[src/rtl/axi4_mmio_router_if.sv]
// AXI4-lite channel bundle (no resp fields) shared by the core-facing and
// memory-facing sides of axi4_mmio_router.
//   master modport: drives AW/W/AR valid+payload and B/R ready.
//   slave  modport: drives AW/W/AR ready and B/R valid + read data.
interface axi4_mmio_router_if;
  logic        awvalid;
  logic        awready;
  logic [31:0] awaddr;
  logic [2:0]  awprot;
  logic        wvalid;
  logic        wready;
  logic [31:0] wdata;
  logic [3:0]  wstrb;
  logic        bvalid;
  logic        bready;
  logic        arvalid;
  logic        arready;
  logic [31:0] araddr;
  logic [2:0]  arprot;
  logic        rvalid;
  logic        rready;
  logic [31:0] rdata;

  modport master (
    output awvalid, awaddr, awprot, wvalid, wdata, wstrb, bready,
           arvalid, araddr, arprot, rready,
    input  awready, wready, bvalid, arready, rvalid, rdata
  );

  modport slave (
    input  awvalid, awaddr, awprot, wvalid, wdata, wstrb, bready,
           arvalid, araddr, arprot, rready,
    output awready, wready, bvalid, arready, rvalid, rdata
  );
endinterface

[src/rtl/axi4_mmio_router.sv]
// AXI4-lite address router between the CPU core and main memory.
// RAM-range accesses are forwarded to memory; the console byte port and the
// test-status register are terminated locally; anything else completes
// locally with a sticky bus-error flag. One outstanding transaction per
// direction; read and write paths are independent.
// Ports:
//   clk, resetn      - clock, synchronous active-low reset
//   s_axi (slave)    - AXI4-lite from the core
//   m_axi (master)   - AXI4-lite toward memory
//   console_valid/ready/data - console byte stream (FIFO head)
//   tests_passed     - sticky pass flag
//   bus_error        - sticky decode-error flag
//   error_addr       - address of the first decode error
module axi4_mmio_router #(
  parameter int          MEM_BYTES    = 131072,
  parameter logic [31:0] CONSOLE_ADDR = 32'h1000_0000,
  parameter logic [31:0] STATUS_ADDR  = 32'h2000_0000,
  parameter int          PASS_MAGIC   = 123456789,
  parameter int          FIFO_DEPTH   = 8
) (
  input  logic                clk,
  input  logic                resetn,
  axi4_mmio_router_if.slave   s_axi,
  axi4_mmio_router_if.master  m_axi,
  output logic                console_valid,
  input  logic                console_ready,
  output logic [7:0]          console_data,
  output logic                tests_passed,
  output logic                bus_error,
  output logic [31:0]         error_addr
);
  localparam int AW = $clog2(FIFO_DEPTH);
  localparam int PW = AW + 1;

  typedef enum logic [2:0] {W_IDLE, W_DEC, W_FWD, W_BWAIT, W_RESP} wstate_t;
  typedef enum logic [1:0] {R_IDLE, R_FWD, R_WAIT, R_RESP} rstate_t;
  typedef enum logic [1:0] {D_MEM, D_CON, D_STS, D_ERR} dec_t;

  function automatic dec_t decode(input logic [31:0] a);
    if (a < 32'(MEM_BYTES))    return D_MEM;
    else if (a == CONSOLE_ADDR) return D_CON;
    else if (a == STATUS_ADDR)  return D_STS;
    else                        return D_ERR;
  endfunction

  wstate_t     w_state_q, w_state_d;
  rstate_t     r_state_q, r_state_d;
  logic        aw_held_q, aw_held_d, w_held_q, w_held_d;
  logic        m_aw_done_q, m_aw_done_d, m_w_done_q, m_w_done_d;
  logic        rdy_en_q;
  logic        tests_passed_q, tests_passed_d, bus_error_q, bus_error_d;
  logic [31:0] error_addr_q, error_addr_d;
  logic [31:0] awaddr_q, wdata_q, araddr_q, rdata_q, rdata_d;
  logic [2:0]  awprot_q, arprot_q;
  logic [3:0]  wstrb_q;
  logic [7:0]  fifo_mem [FIFO_DEPTH];
  logic [PW-1:0] wr_ptr_q, wr_ptr_d, rd_ptr_q, rd_ptr_d, fifo_count;

  logic aw_hs, w_hs, ar_hs, m_aw_hs, m_w_hs;
  logic fifo_full, fifo_empty, push, pop, w_err, r_err;
  dec_t w_dec, ar_dec;

  assign aw_hs   = s_axi.awvalid && s_axi.awready;
  assign w_hs    = s_axi.wvalid  && s_axi.wready;
  assign ar_hs   = s_axi.arvalid && s_axi.arready;
  assign m_aw_hs = m_axi.awvalid && m_axi.awready;
  assign m_w_hs  = m_axi.wvalid  && m_axi.wready;
  assign w_dec   = decode(awaddr_q);
  assign ar_dec  = decode(s_axi.araddr);

  // Extra pointer MSB distinguishes full from empty when the low bits match.
  assign fifo_full  = (wr_ptr_q[AW] != rd_ptr_q[AW]) &&
                      (wr_ptr_q[AW-1:0] == rd_ptr_q[AW-1:0]);
  assign fifo_empty = (wr_ptr_q == rd_ptr_q);
  assign fifo_count = wr_ptr_q - rd_ptr_q;
  assign push = (w_state_q == W_DEC) && (w_dec == D_CON) && wstrb_q[0] && !fifo_full;
  assign pop  = console_valid && console_ready;
  assign w_err = (w_state_q == W_DEC) && (w_dec == D_ERR);
  assign r_err = ar_hs && (ar_dec == D_ERR);

  // State registers (control only is reset)
  always_ff @(posedge clk) begin
    if (!resetn) begin
      w_state_q      <= W_IDLE;
      r_state_q      <= R_IDLE;
      aw_held_q      <= 1'b0;
      w_held_q       <= 1'b0;
      m_aw_done_q    <= 1'b0;
      m_w_done_q     <= 1'b0;
      rdy_en_q       <= 1'b0;
      tests_passed_q <= 1'b0;
      bus_error_q    <= 1'b0;
      error_addr_q   <= 32'h0;
      wr_ptr_q       <= '0;
      rd_ptr_q       <= '0;
    end else begin
      w_state_q      <= w_state_d;
      r_state_q      <= r_state_d;
      aw_held_q      <= aw_held_d;
      w_held_q       <= w_held_d;
      m_aw_done_q    <= m_aw_done_d;
      m_w_done_q     <= m_w_done_d;
      rdy_en_q       <= 1'b1;
      tests_passed_q <= tests_passed_d;
      bus_error_q    <= bus_error_d;
      error_addr_q   <= error_addr_d;
      wr_ptr_q       <= wr_ptr_d;
      rd_ptr_q       <= rd_ptr_d;
    end
  end

  // Payload registers
  always_ff @(posedge clk) begin
    if (aw_hs) begin
      awaddr_q <= s_axi.awaddr;
      awprot_q <= s_axi.awprot;
    end
    if (w_hs) begin
      wdata_q <= s_axi.wdata;
      wstrb_q <= s_axi.wstrb;
    end
    if (ar_hs) begin
      araddr_q <= s_axi.araddr;
      arprot_q <= s_axi.arprot;
    end
    rdata_q <= rdata_d;
    if (push) fifo_mem[wr_ptr_q[AW-1:0]] <= wdata_q[7:0];
  end

  // Write FSM next state
  always_comb begin
    w_state_d   = w_state_q;
    aw_held_d   = aw_held_q;
    w_held_d    = w_held_q;
    m_aw_done_d = m_aw_done_q;
    m_w_done_d  = m_w_done_q;
    case (w_state_q)
      W_IDLE: begin
        if (aw_hs) aw_held_d = 1'b1;
        if (w_hs)  w_held_d  = 1'b1;
        if (aw_held_d && w_held_d) w_state_d = W_DEC;
      end
      W_DEC: begin
        m_aw_done_d = 1'b0;
        m_w_done_d  = 1'b0;
        case (w_dec)
          D_MEM:   w_state_d = W_FWD;
          D_CON:   if (!(wstrb_q[0] && fifo_full)) w_state_d = W_RESP;
          default: w_state_d = W_RESP;
        endcase
      end
      W_FWD: begin
        if (m_aw_hs) m_aw_done_d = 1'b1;
        if (m_w_hs)  m_w_done_d  = 1'b1;
        if (m_aw_done_d && m_w_done_d) w_state_d = W_BWAIT;
      end
      W_BWAIT: if (m_axi.bvalid) w_state_d = W_RESP;
      W_RESP: begin
        if (s_axi.bready) begin
          aw_held_d = 1'b0;
          w_held_d  = 1'b0;
          w_state_d = W_IDLE;
        end
      end
      default: w_state_d = W_IDLE;
    endcase
  end

  // Read FSM next state; local responses are loaded at AR decode
  always_comb begin
    r_state_d = r_state_q;
    rdata_d   = rdata_q;
    case (r_state_q)
      R_IDLE: begin
        if (ar_hs) begin
          r_state_d = R_RESP;
          case (ar_dec)
            D_MEM:   r_state_d = R_FWD;
            D_CON:   rdata_d = {{(32-PW){1'b0}}, fifo_count};
            D_STS:   rdata_d = {31'b0, tests_passed_q};
            default: rdata_d = 32'hDEAD_BEEF;
          endcase
        end
      end
      R_FWD: if (m_axi.arready) r_state_d = R_WAIT;
      R_WAIT: begin
        if (m_axi.rvalid) begin
          rdata_d   = m_axi.rdata;
          r_state_d = R_RESP;
        end
      end
      R_RESP: if (s_axi.rready) r_state_d = R_IDLE;
      default: r_state_d = R_IDLE;
    endcase
  end

  // Sticky flags and FIFO pointers; a write error wins the error_addr slot
  always_comb begin
    tests_passed_d = tests_passed_q |
                     ((w_state_q == W_DEC) && (w_dec == D_STS) && (wdata_q == 32'(PASS_MAGIC)));
    bus_error_d  = bus_error_q | w_err | r_err;
    error_addr_d = error_addr_q;
    if (!bus_error_q) begin
      if (w_err)      error_addr_d = awaddr_q;
      else if (r_err) error_addr_d = s_axi.araddr;
    end
    wr_ptr_d = wr_ptr_q + PW'(push);
    rd_ptr_d = rd_ptr_q + PW'(pop);
  end

  // Outputs (all decoded from registers only)
  always_comb begin
    s_axi.awready = (w_state_q == W_IDLE) && !aw_held_q && rdy_en_q;
    s_axi.wready  = (w_state_q == W_IDLE) && !w_held_q && rdy_en_q;
    s_axi.bvalid  = (w_state_q == W_RESP);
    m_axi.awvalid = (w_state_q == W_FWD) && !m_aw_done_q;
    m_axi.awaddr  = awaddr_q;
    m_axi.awprot  = awprot_q;
    m_axi.wvalid  = (w_state_q == W_FWD) && !m_w_done_q;
    m_axi.wdata   = wdata_q;
    m_axi.wstrb   = wstrb_q;
    m_axi.bready  = (w_state_q == W_BWAIT);
    s_axi.arready = (r_state_q == R_IDLE) && rdy_en_q;
    s_axi.rvalid  = (r_state_q == R_RESP);
    s_axi.rdata   = rdata_q;
    m_axi.arvalid = (r_state_q == R_FWD);
    m_axi.araddr  = araddr_q;
    m_axi.arprot  = arprot_q;
    m_axi.rready  = (r_state_q == R_WAIT);
    console_valid = !fifo_empty;
    console_data  = fifo_mem[rd_ptr_q[AW-1:0]];
    tests_passed  = tests_passed_q;
    bus_error     = bus_error_q;
    error_addr    = error_addr_q;
  end
endmodule

[src/flat_wrapper.sv]
// flat-port wrapper written by rule: the top's interface ports become plain ports
module axi4_mmio_router_flat 
#(
  parameter int          MEM_BYTES    = 131072,
  parameter logic [31:0] CONSOLE_ADDR = 32'h1000_0000,
  parameter logic [31:0] STATUS_ADDR  = 32'h2000_0000,
  parameter int          PASS_MAGIC   = 123456789,
  parameter int          FIFO_DEPTH   = 8
)
  (clk, resetn, console_valid, console_ready, console_data, tests_passed, bus_error, error_addr, s_axi_awvalid, s_axi_awaddr, s_axi_awprot, s_axi_wvalid, s_axi_wdata, s_axi_wstrb, s_axi_bready, s_axi_arvalid, s_axi_araddr, s_axi_arprot, s_axi_rready, s_axi_awready, s_axi_wready, s_axi_bvalid, s_axi_arready, s_axi_rvalid, s_axi_rdata, m_axi_awvalid, m_axi_awaddr, m_axi_awprot, m_axi_wvalid, m_axi_wdata, m_axi_wstrb, m_axi_bready, m_axi_arvalid, m_axi_araddr, m_axi_arprot, m_axi_rready, m_axi_awready, m_axi_wready, m_axi_bvalid, m_axi_arready, m_axi_rvalid, m_axi_rdata);
  axi4_mmio_router_if s_axi_i ();
  axi4_mmio_router_if m_axi_i ();
  input  logic clk;
  input  logic resetn;
  output logic console_valid;
  input  logic console_ready;
  output logic [7:0] console_data;
  output logic tests_passed;
  output logic bus_error;
  output logic [31:0] error_addr;
  input wire logic [$bits(s_axi_i.awvalid)-1:0] s_axi_awvalid;
  input wire logic [$bits(s_axi_i.awaddr)-1:0] s_axi_awaddr;
  input wire logic [$bits(s_axi_i.awprot)-1:0] s_axi_awprot;
  input wire logic [$bits(s_axi_i.wvalid)-1:0] s_axi_wvalid;
  input wire logic [$bits(s_axi_i.wdata)-1:0] s_axi_wdata;
  input wire logic [$bits(s_axi_i.wstrb)-1:0] s_axi_wstrb;
  input wire logic [$bits(s_axi_i.bready)-1:0] s_axi_bready;
  input wire logic [$bits(s_axi_i.arvalid)-1:0] s_axi_arvalid;
  input wire logic [$bits(s_axi_i.araddr)-1:0] s_axi_araddr;
  input wire logic [$bits(s_axi_i.arprot)-1:0] s_axi_arprot;
  input wire logic [$bits(s_axi_i.rready)-1:0] s_axi_rready;
  output wire logic [$bits(s_axi_i.awready)-1:0] s_axi_awready;
  output wire logic [$bits(s_axi_i.wready)-1:0] s_axi_wready;
  output wire logic [$bits(s_axi_i.bvalid)-1:0] s_axi_bvalid;
  output wire logic [$bits(s_axi_i.arready)-1:0] s_axi_arready;
  output wire logic [$bits(s_axi_i.rvalid)-1:0] s_axi_rvalid;
  output wire logic [$bits(s_axi_i.rdata)-1:0] s_axi_rdata;
  output wire logic [$bits(m_axi_i.awvalid)-1:0] m_axi_awvalid;
  output wire logic [$bits(m_axi_i.awaddr)-1:0] m_axi_awaddr;
  output wire logic [$bits(m_axi_i.awprot)-1:0] m_axi_awprot;
  output wire logic [$bits(m_axi_i.wvalid)-1:0] m_axi_wvalid;
  output wire logic [$bits(m_axi_i.wdata)-1:0] m_axi_wdata;
  output wire logic [$bits(m_axi_i.wstrb)-1:0] m_axi_wstrb;
  output wire logic [$bits(m_axi_i.bready)-1:0] m_axi_bready;
  output wire logic [$bits(m_axi_i.arvalid)-1:0] m_axi_arvalid;
  output wire logic [$bits(m_axi_i.araddr)-1:0] m_axi_araddr;
  output wire logic [$bits(m_axi_i.arprot)-1:0] m_axi_arprot;
  output wire logic [$bits(m_axi_i.rready)-1:0] m_axi_rready;
  input wire logic [$bits(m_axi_i.awready)-1:0] m_axi_awready;
  input wire logic [$bits(m_axi_i.wready)-1:0] m_axi_wready;
  input wire logic [$bits(m_axi_i.bvalid)-1:0] m_axi_bvalid;
  input wire logic [$bits(m_axi_i.arready)-1:0] m_axi_arready;
  input wire logic [$bits(m_axi_i.rvalid)-1:0] m_axi_rvalid;
  input wire logic [$bits(m_axi_i.rdata)-1:0] m_axi_rdata;
  assign s_axi_i.awvalid = s_axi_awvalid;
  assign s_axi_i.awaddr = s_axi_awaddr;
  assign s_axi_i.awprot = s_axi_awprot;
  assign s_axi_i.wvalid = s_axi_wvalid;
  assign s_axi_i.wdata = s_axi_wdata;
  assign s_axi_i.wstrb = s_axi_wstrb;
  assign s_axi_i.bready = s_axi_bready;
  assign s_axi_i.arvalid = s_axi_arvalid;
  assign s_axi_i.araddr = s_axi_araddr;
  assign s_axi_i.arprot = s_axi_arprot;
  assign s_axi_i.rready = s_axi_rready;
  assign s_axi_awready = s_axi_i.awready;
  assign s_axi_wready = s_axi_i.wready;
  assign s_axi_bvalid = s_axi_i.bvalid;
  assign s_axi_arready = s_axi_i.arready;
  assign s_axi_rvalid = s_axi_i.rvalid;
  assign s_axi_rdata = s_axi_i.rdata;
  assign m_axi_awvalid = m_axi_i.awvalid;
  assign m_axi_awaddr = m_axi_i.awaddr;
  assign m_axi_awprot = m_axi_i.awprot;
  assign m_axi_wvalid = m_axi_i.wvalid;
  assign m_axi_wdata = m_axi_i.wdata;
  assign m_axi_wstrb = m_axi_i.wstrb;
  assign m_axi_bready = m_axi_i.bready;
  assign m_axi_arvalid = m_axi_i.arvalid;
  assign m_axi_araddr = m_axi_i.araddr;
  assign m_axi_arprot = m_axi_i.arprot;
  assign m_axi_rready = m_axi_i.rready;
  assign m_axi_i.awready = m_axi_awready;
  assign m_axi_i.wready = m_axi_wready;
  assign m_axi_i.bvalid = m_axi_bvalid;
  assign m_axi_i.arready = m_axi_arready;
  assign m_axi_i.rvalid = m_axi_rvalid;
  assign m_axi_i.rdata = m_axi_rdata;
  axi4_mmio_router #(.MEM_BYTES(MEM_BYTES), .CONSOLE_ADDR(CONSOLE_ADDR), .STATUS_ADDR(STATUS_ADDR), .PASS_MAGIC(PASS_MAGIC), .FIFO_DEPTH(FIFO_DEPTH)) u_core (.clk(clk), .resetn(resetn), .s_axi(s_axi_i), .m_axi(m_axi_i), .console_valid(console_valid), .console_ready(console_ready), .console_data(console_data), .tests_passed(tests_passed), .bus_error(bus_error), .error_addr(error_addr));
endmodule
[config.mk]
export PLATFORM = sky130hd
export DESIGN_NAME = axi4_mmio_router_flat
export DESIGN_NICKNAME = d
export VERILOG_FILES = /design/src/rtl/axi4_mmio_router_if.sv /design/src/rtl/axi4_mmio_router.sv /design/src/flat_wrapper.sv
export SDC_FILE = /design/constraint.sdc
export NUM_CORES = 1
export LEC_CHECK = 0
export BUFFER_PORTS_ARGS = -buffer_cell sky130_fd_sc_hd__buf_2
export CAP_MARGIN = 0
export CELL_PAD_IN_SITES_DETAIL_PLACEMENT = 0
export CELL_PAD_IN_SITES_GLOBAL_PLACEMENT = 1
export CORE_ASPECT_RATIO = 1.1
export CORE_MARGIN = 2
export CORE_UTILIZATION = 43
export CTS_BUF_LIST = sky130_fd_sc_hd__clkbuf_16
export DETAILED_ROUTE_END_ITERATION = 10
export GPL_ROUTABILITY_DRIVEN = 1
export MAX_ROUTING_LAYER = met4
export PLACE_DENSITY = 0.83
export SETUP_SLACK_MARGIN = 0.02
export SYNTH_ARGS = -nofsm -noshare
export SYNTH_HDL_FRONTEND = slang
export SYNTH_SLANG_ARGS = --single-unit
[constraint.sdc]
create_clock -name clk -period 9 [get_ports clk]
set_input_delay 1.35 -clock clk [delete_from_list [all_inputs] [get_ports clk]]
set_output_delay 1.35 -clock clk [all_outputs]
set_load 0.02 [all_outputs]
==> reports/results.tsv, run 1 <==
stage	metric	value	unit
timing	slew_viol_final	0	
clock_network	cts_resized	0	
worst_setup_path	startpoint_type	primary input	
clock_network	clock-sinks	254	
floorplanning	initial_core_util	0.4376	
clock_network	numCtsBuffers	26	
detailed_routing	ant_nets	0	
power_and_ir_drop	leakage	5.032	nW
layout	final_layout_size_suffix_gt1_frac	0.4406	
clock_network	cts-hold-fix-buffers	0	
clock_network	post_cts_buffers	0	
min_path	min_path_type	register to register	
outcome	status	complete, no violations	
placed_design	hpwlAfterDp	18.55	mm
yosys	synth_seq_area_share	0.7081	
clock_network	htreeDepth	1	
detailed_routing	drtIter0Drc	342	
timing	worst_slack	5.149	ns
timing	skew	0.01431	ns
clock_network	path_clk_slew	0.06	ns
grt	grt_usage	0.2083	
placed_design	port-buffer-count	341	
timing	post-route-min-period	3.851	ns
worst_setup_path	worstSetupEndpointType	register	
yosys	syn_area_per_cell	15.49	um2
floorplanning	die_area	24580	um2
yosys	syn_inst	648	
grt	grt_pass1_wl	38.04	mm
detailed_routing	wl	25.58	mm
yosys	synth_edf_count	202	
worst_setup_path	crit_fanout	32	
detailed_routing	dr.pass1.iters	4	
yosys	synth_warnings	0	
clock_network	clock_latency	0.53	ns
yosys	synthTopCellsByCount	202 x edfxtp_1, 80 x nand2_1, 52 x dfxtp_1	
floorplanning	die_y	164.2	um
yosys	syn-num-nets	816	
flow_run	cap_violations	0	
timing	rsz0062_at_grt	false	
layout	area_delta_synth_final	27.49	%
yosys	syn-cell-area	10040	um2
power_and_ir_drop	power_density	271.4	nW/um2
detailed_routing	vias_per_cell	5.141	
detailed_routing	drc	0	
detailed_routing	vias	6735	
yosys	yosysTopAreaCellShare	0.6044	
yosys	synth_ff_type	edfxtp_1	
clock_network	cts.path.max_buffers	3	
layout	nNetsFinal	1158	
layout	num_antenna_cells	0	
floorplanning	std_cell_rows	58	
grt	antenna_found_initial	0	
placed_design	place.gp.congestion	0.8583	
timing	tightest_slew	1.046	ns
min_path	whs_path_depth	1	
worst_setup_path	cp.arrival	4.30	ns
floorplanning	die_w	149.7	um
yosys	ys_seq_elements	254	
grt	grt_pass1_vias	6808	
yosys	synth_top_area_cell	edfxtp_1	
placed_design	place_ws	4.614	ns
timing	tns	0	ns
timing	period_share	0.4279	
clock_network	root_buffer	clkbuf_16	
yosys	async_flop_share	0	
detailed_routing	avgRoutedWirePerCell	19.52	um
yosys	synth.most_common_cell	edfxtp_1	
worst_setup_path	r2r_cells	6	
layout	final_core_util	0.5579	
yosys	netlist_top_cells_area	edfxtp_1 60%, dfxtp_1 10%, o2bb2ai_2 4.5%	
timing	fmax	0.2597	GHz
clock_network	cts_tree	yes	
timing	slew_headroom	0.3009	
worst_setup_path	crit_type	primary input to register	
yosys	synth_cell_types	59	
floorplanning	core	22930	um2
grt	grt_max_degree	37	
timing	final-hold-violation-count	0	
timing	finalSetupViolations	0	
power_and_ir_drop	ir_worst_vdd	0.1924	mV
grt	grt-ovfl-total	0	
worst_setup_path	cp.required	9.45	ns
floorplanning	io_pins	342	
## through the flow
step	hold slack, ns	power, mW	cell area (um2)	std cells
after CTS	0.4733	3.504	12790	1310
after detailed placement	0.4561	2.489	11990	1262
final	0.4707	3.472	12790	1310
after global placement	0.4454	2.478	11990	1262
after floorplan	0.4801	2.187	10040	648
after global routing	0.4827	3.632	12790	1310
## cell families after synthesis
group	count (synthesis)	share of synthesized area
xor+xnor	8	0.006982
compound gates	103	0.09762
mux	20	0.04002
flops	254	0.7081
fa+ha+maj	17	0.02194
buf+inv	46	0.02319
simple gates	200	0.1021
## registers in the layout (all words and copies together), names as in the netlist, 2 cells and up
| signal | count |
|---|---|
| u_core.s_axi.rdata | 32 |
| u_core.rd_ptr_q | 4 |
| u_core.m_axi.arprot | 3 |
| u_core.error_addr | 32 |
| u_core.m_axi.araddr | 32 |
| u_core.r_state_q | 2 |
| u_core.wr_ptr_q | 4 |
| u_core.m_axi.wstrb | 4 |
| u_core.m_axi.awaddr | 32 |
| u_core.w_state_q | 3 |
| u_core.m_axi.awprot | 3 |
| u_core.m_axi.wdata | 32 |
| u_core.fifo_mem | 64 |
## final cells by class
class                           count  area (um2)
Fill cell                        1934       10140
Sequential cell                   254        7107
Multi-Input combinational cell    348        2711
Timing Repair Buffer              345        1737
Clock buffer                       27       675.6
Tap cell                          300       375.4
Clock inverter                     21       132.6
Inverter                           15       56.30
## worst paths after layout
path,start,end,slack [ns]
hold reg to reg,u_core.error_addr[29],u_core.error_addr[29],0.47
setup / recovery,s_axi_araddr[20],u_core.error_addr[0],5.15
hold / removal,u_core.error_addr[29],u_core.error_addr[29],0.47
setup reg to reg,u_core.m_axi.awaddr[31],u_core.fifo_mem[4][7],5.50
## critical path, cell delays in order
cell and delay (ns):
buf_2 0.11, or4_4 0.54, nor4_4 0.22, nand3_1 0.11
nor2_1 0.16, mux2i_1 0.11, or3_1 0.42, ha_1 0.22
nand2_1 0.09, o21ai_0 0.11, o21ba_4 0.65, o2bb2ai_1 0.19
## report_power, final
group	switching (mW)	leakage, nW	total, mW	internal (mW)
registers	0.0956	2.26	1.59	1.50
clock network	0.442	0.414	1.01	0.573
logic	0.601	2.36	0.865	0.264
total	1.14	5.03	3.47	2.33
## layout by cell type, fill, tap and decap left out, types with 2 or more instances in the layout
cell type / n
clkbuf_16: 27
and4_1: 2
o2bb2ai_2: 30
mux2i_1: 3
ha_1: 16
and2_1: 19
nand2b_1: 2
or4b_2: 2
clkinvlp_4: 2
nand2_1: 80
a211oi_1: 2
nand4_1: 3
or3_1: 2
nor3_2: 2
mux4_2: 16
buf_4: 4
clkinv_1: 6
inv_1: 19
clkinv_4: 2
xnor2_1: 6
nor4bb_1: 3
nor2b_1: 4
nor3_1: 10
nor2_1: 37
o21a_1: 3
o21ai_0: 8
a21oi_1: 13
xor2_1: 2
clkinv_2: 4
dfxtp_1: 52
nand3b_1: 2
buf_2: 341
a22oi_1: 30
nor4_1: 10
o2bb2ai_1: 2
edfxtp_1: 202
nand3_1: 12
nor4b_1: 2
## per-layer routing
metal  track usage  vias to the layer above  share of wire
met3       0.04139                       43          0.072
met4       0.05532                        0          0.021
li1              -                     3153              -
met2        0.3588                      288           0.51
met1        0.2517                     3251           0.39
met5             -                        -              0
Note: power is estimated with default switching activity, not from simulation.
==> run 2: changes to the inputs <==
CORE_UTILIZATION = 36   (was 43)
PLACE_DENSITY = 0.74   (was 0.83)
clock period = 3.35 ns   (was 9 ns; I/O delays follow)
==> run 2 against run 1 <==
Compared with the run above: setup slack got worse by 4.6 ns; first-iteration DRC count shrank 7.0%; global-route usage fell by 3.2 points; critical endpoint is now u_core.error_addr[18]; final cell count grew 6.9%; sequential share of layout area down 1.2 points; design area grew 2.2%; sequential power grew to 2.7 times the previous value; largest power group unchanged.
==> reports/results.tsv, run 2 (synthesis gave the netlist of run 1 again) <==
stage	metric	value	unit	change
floorplanning	io_pins	342		unchanged
power_and_ir_drop	ir_worst_vdd	0.4638	mV	+140%
placed_design	dp_cells	1348		+6.8%
timing	slew_headroom	0.3650		+0.06416
floorplanning	die_area	29230	um2	+19%
timing	skew	0.01209	ns	-0.002213 ns
timing	worst_slack	0.5740	ns	-4.575 ns
layout	final_core_util	0.4735		-0.08448
clock_network	path_clk_slew	0.06	ns	about the same
detailed_routing	wl	26.65	mm	+4.2%
outcome	status	complete, no violations		
grt	grt_pass1_vias	6676		-1.9%
detailed_routing	drc	0		unchanged
min_path	min_path_type	primary input to register		
layout	final_cell_mix	341 x buf_2, 202 x edfxtp_1, 80 x nand2_1, 52 x dfxtp_1, 37 x nor2_1		
clock_network	clock-sinks	254		unchanged
clock_network	root_buffer	clkbuf_16		
timing	hold_slack	0.1552	ns	-0.3156 ns
worst_setup_path	path_buf_inv	2		+1
timing	final-hold-violation-count	0		unchanged
layout	final_layout_size_suffix_gt1_frac	0.4511		+0.01052
detailed_routing	avgRoutedWirePerCell	19.04	um	-2.5%
worst_setup_path	slowest_stage	or4_4		
timing	rsz0062_at_grt	false		
flow_run	cap_violations	0		unchanged
detailed_routing	vias	6748		+0.19%
placed_design	place.gp.congestion	0.7917		-7.8%
power_and_ir_drop	power.total	9.369	mW	+170%
clock_network	cts_resized	0		unchanged
clock_network	cts.path.max_buffers	3		unchanged
worst_setup_path	slowest_delay	0.55	ns	-0.10 ns
grt	antenna_found_initial	4		+4
detailed_routing	drtIter0Drc	318		-7.0%
worst_setup_path	crit_type	primary input to register		
timing	fmax	0.3602	GHz	
floorplanning	die_w	163.2	um	+9.0%
detailed_routing	ant_nets	0		unchanged
clock_network	clock_latency	0.52	ns	about the same
clock_network	cts_tree	yes		
layout	largest_reg_flops	64		unchanged
floorplanning	std_cell_rows	64		+10%
power_and_ir_drop	leakage	5.166	nW	+2.7%
clock_network	post_cts_buffers	0		unchanged
layout	nNetsFinal	1182		+2.1%
floorplanning	die_y	179.1	um	+9.1%
timing	post-route-min-period	2.776	ns	
layout	area_delta_synth_final	30.33	%	
grt	grt_max_degree	40		+8.1%
worst_setup_path	startpoint_type	primary input		
clock_network	cts-hold-fix-buffers	0		unchanged
placed_design	hpwlAfterDp	19.76	mm	+6.6%
timing	period_share	0.8287		
worst_setup_path	crit_fanout	13		-59%
layout	final-instance-count-excl-fill	1400		+6.9%
placed_design	dpl-instance-area	12300	um2	+2.6%
placed_design	port-buffer-count	341		unchanged
clock_network	htreeDepth	1		unchanged
worst_setup_path	cp.arrival	3.22	ns	-1.08 ns
power_and_ir_drop	power_density	716.3	nW/um2	+160%
placed_design	place_ws	0.04424	ns	-4.569 ns
timing	slew_viol_final	0		unchanged
detailed_routing	dr.pass1.iters	4		unchanged
worst_setup_path	worstSetupEndpointType	register		
timing	finalSetupViolations	0		unchanged
layout	fin_area	13080	um2	+2.2%
worst_setup_path	crit_family	simple AND/OR/NAND/NOR gates		
timing	tns	0	ns	unchanged
floorplanning	core	27630	um2	+20%
timing	tightest_slew	0.9525	ns	-0.09391 ns
grt	grt_usage	0.1760		-0.03231
floorplanning	initial_core_util	0.3633		-0.07437
clock_network	numCtsBuffers	27		+3.8%
worst_setup_path	cp_cell_sequence	buf_2 -> or4_4 -> nor4_4 -> nand3_1 -> nor2_1 -> mux2i_1 -> or3_1 -> ha_1 -> nand2_1 -> o21ai_0 -> o21ba_4 -> buf_12 -> o2bb2ai_2		
grt	grt-ovfl-total	0		unchanged
layout	layout_commonest_cell	buf_2		
worst_setup_path	cp.required	3.79	ns	-5.66 ns
detailed_routing	vias_per_cell	4.820		-6.2%
grt	grt_pass1_wl	38.07	mm	about the same
==> run 2: changes by cell type in the layout (fill, tap and decap cells not counted), sizes merged <==
| cell | delta |
|---|---|
| diode | +4 |
| clkinv | +4 |
| buf | +23 |
| bufinv | -1 |
| clkinvlp | -2 |
| inv | -1 |
==> run 2: area by class of cell <==
cell class	count	area [um2]
clock buffer	27	675.6
tap	363	454.2
timing repair buffer	368	1972
inverter	15	56.30
antenna	4	10.01
sequential	254	7107
fill	2493	14550
clock inverter	21	92.59
multi-input combinational	348	2713
==> run 2: final timing paths <==
path / from / to / slack, ns / cells after the start
setup / recovery: s_axi_araddr[20] / u_core.error_addr[18] / 0.57 / 13
hold / removal: s_axi_wdata[20] / u_core.m_axi.wdata[20] / 0.16 / 1
setup reg to reg: u_core.m_axi.awaddr[13] / u_core.fifo_mem[7][6] / 0.88 / 7
hold reg to reg: u_core.error_addr[20] / u_core.error_addr[20] / 0.47 / 1
==> run 2: metal layers <==
layer	GRT usage	vias to the layer above	wire length [um]
met4	0.05052	0	629
met5	-	-	0
met1	0.2222	3250	11000
met2	0.2938	248	13480
met3	0.02868	36	1549
li1	-	3214	-
==> run 2: report_power, final <==
part	total [mW]	internal, mW	switching [mW]
sequential	4.28	4.02	0.260
combinational	2.47	0.815	1.66
clock	2.61	1.45	1.16
total	9.37	6.29	3.08
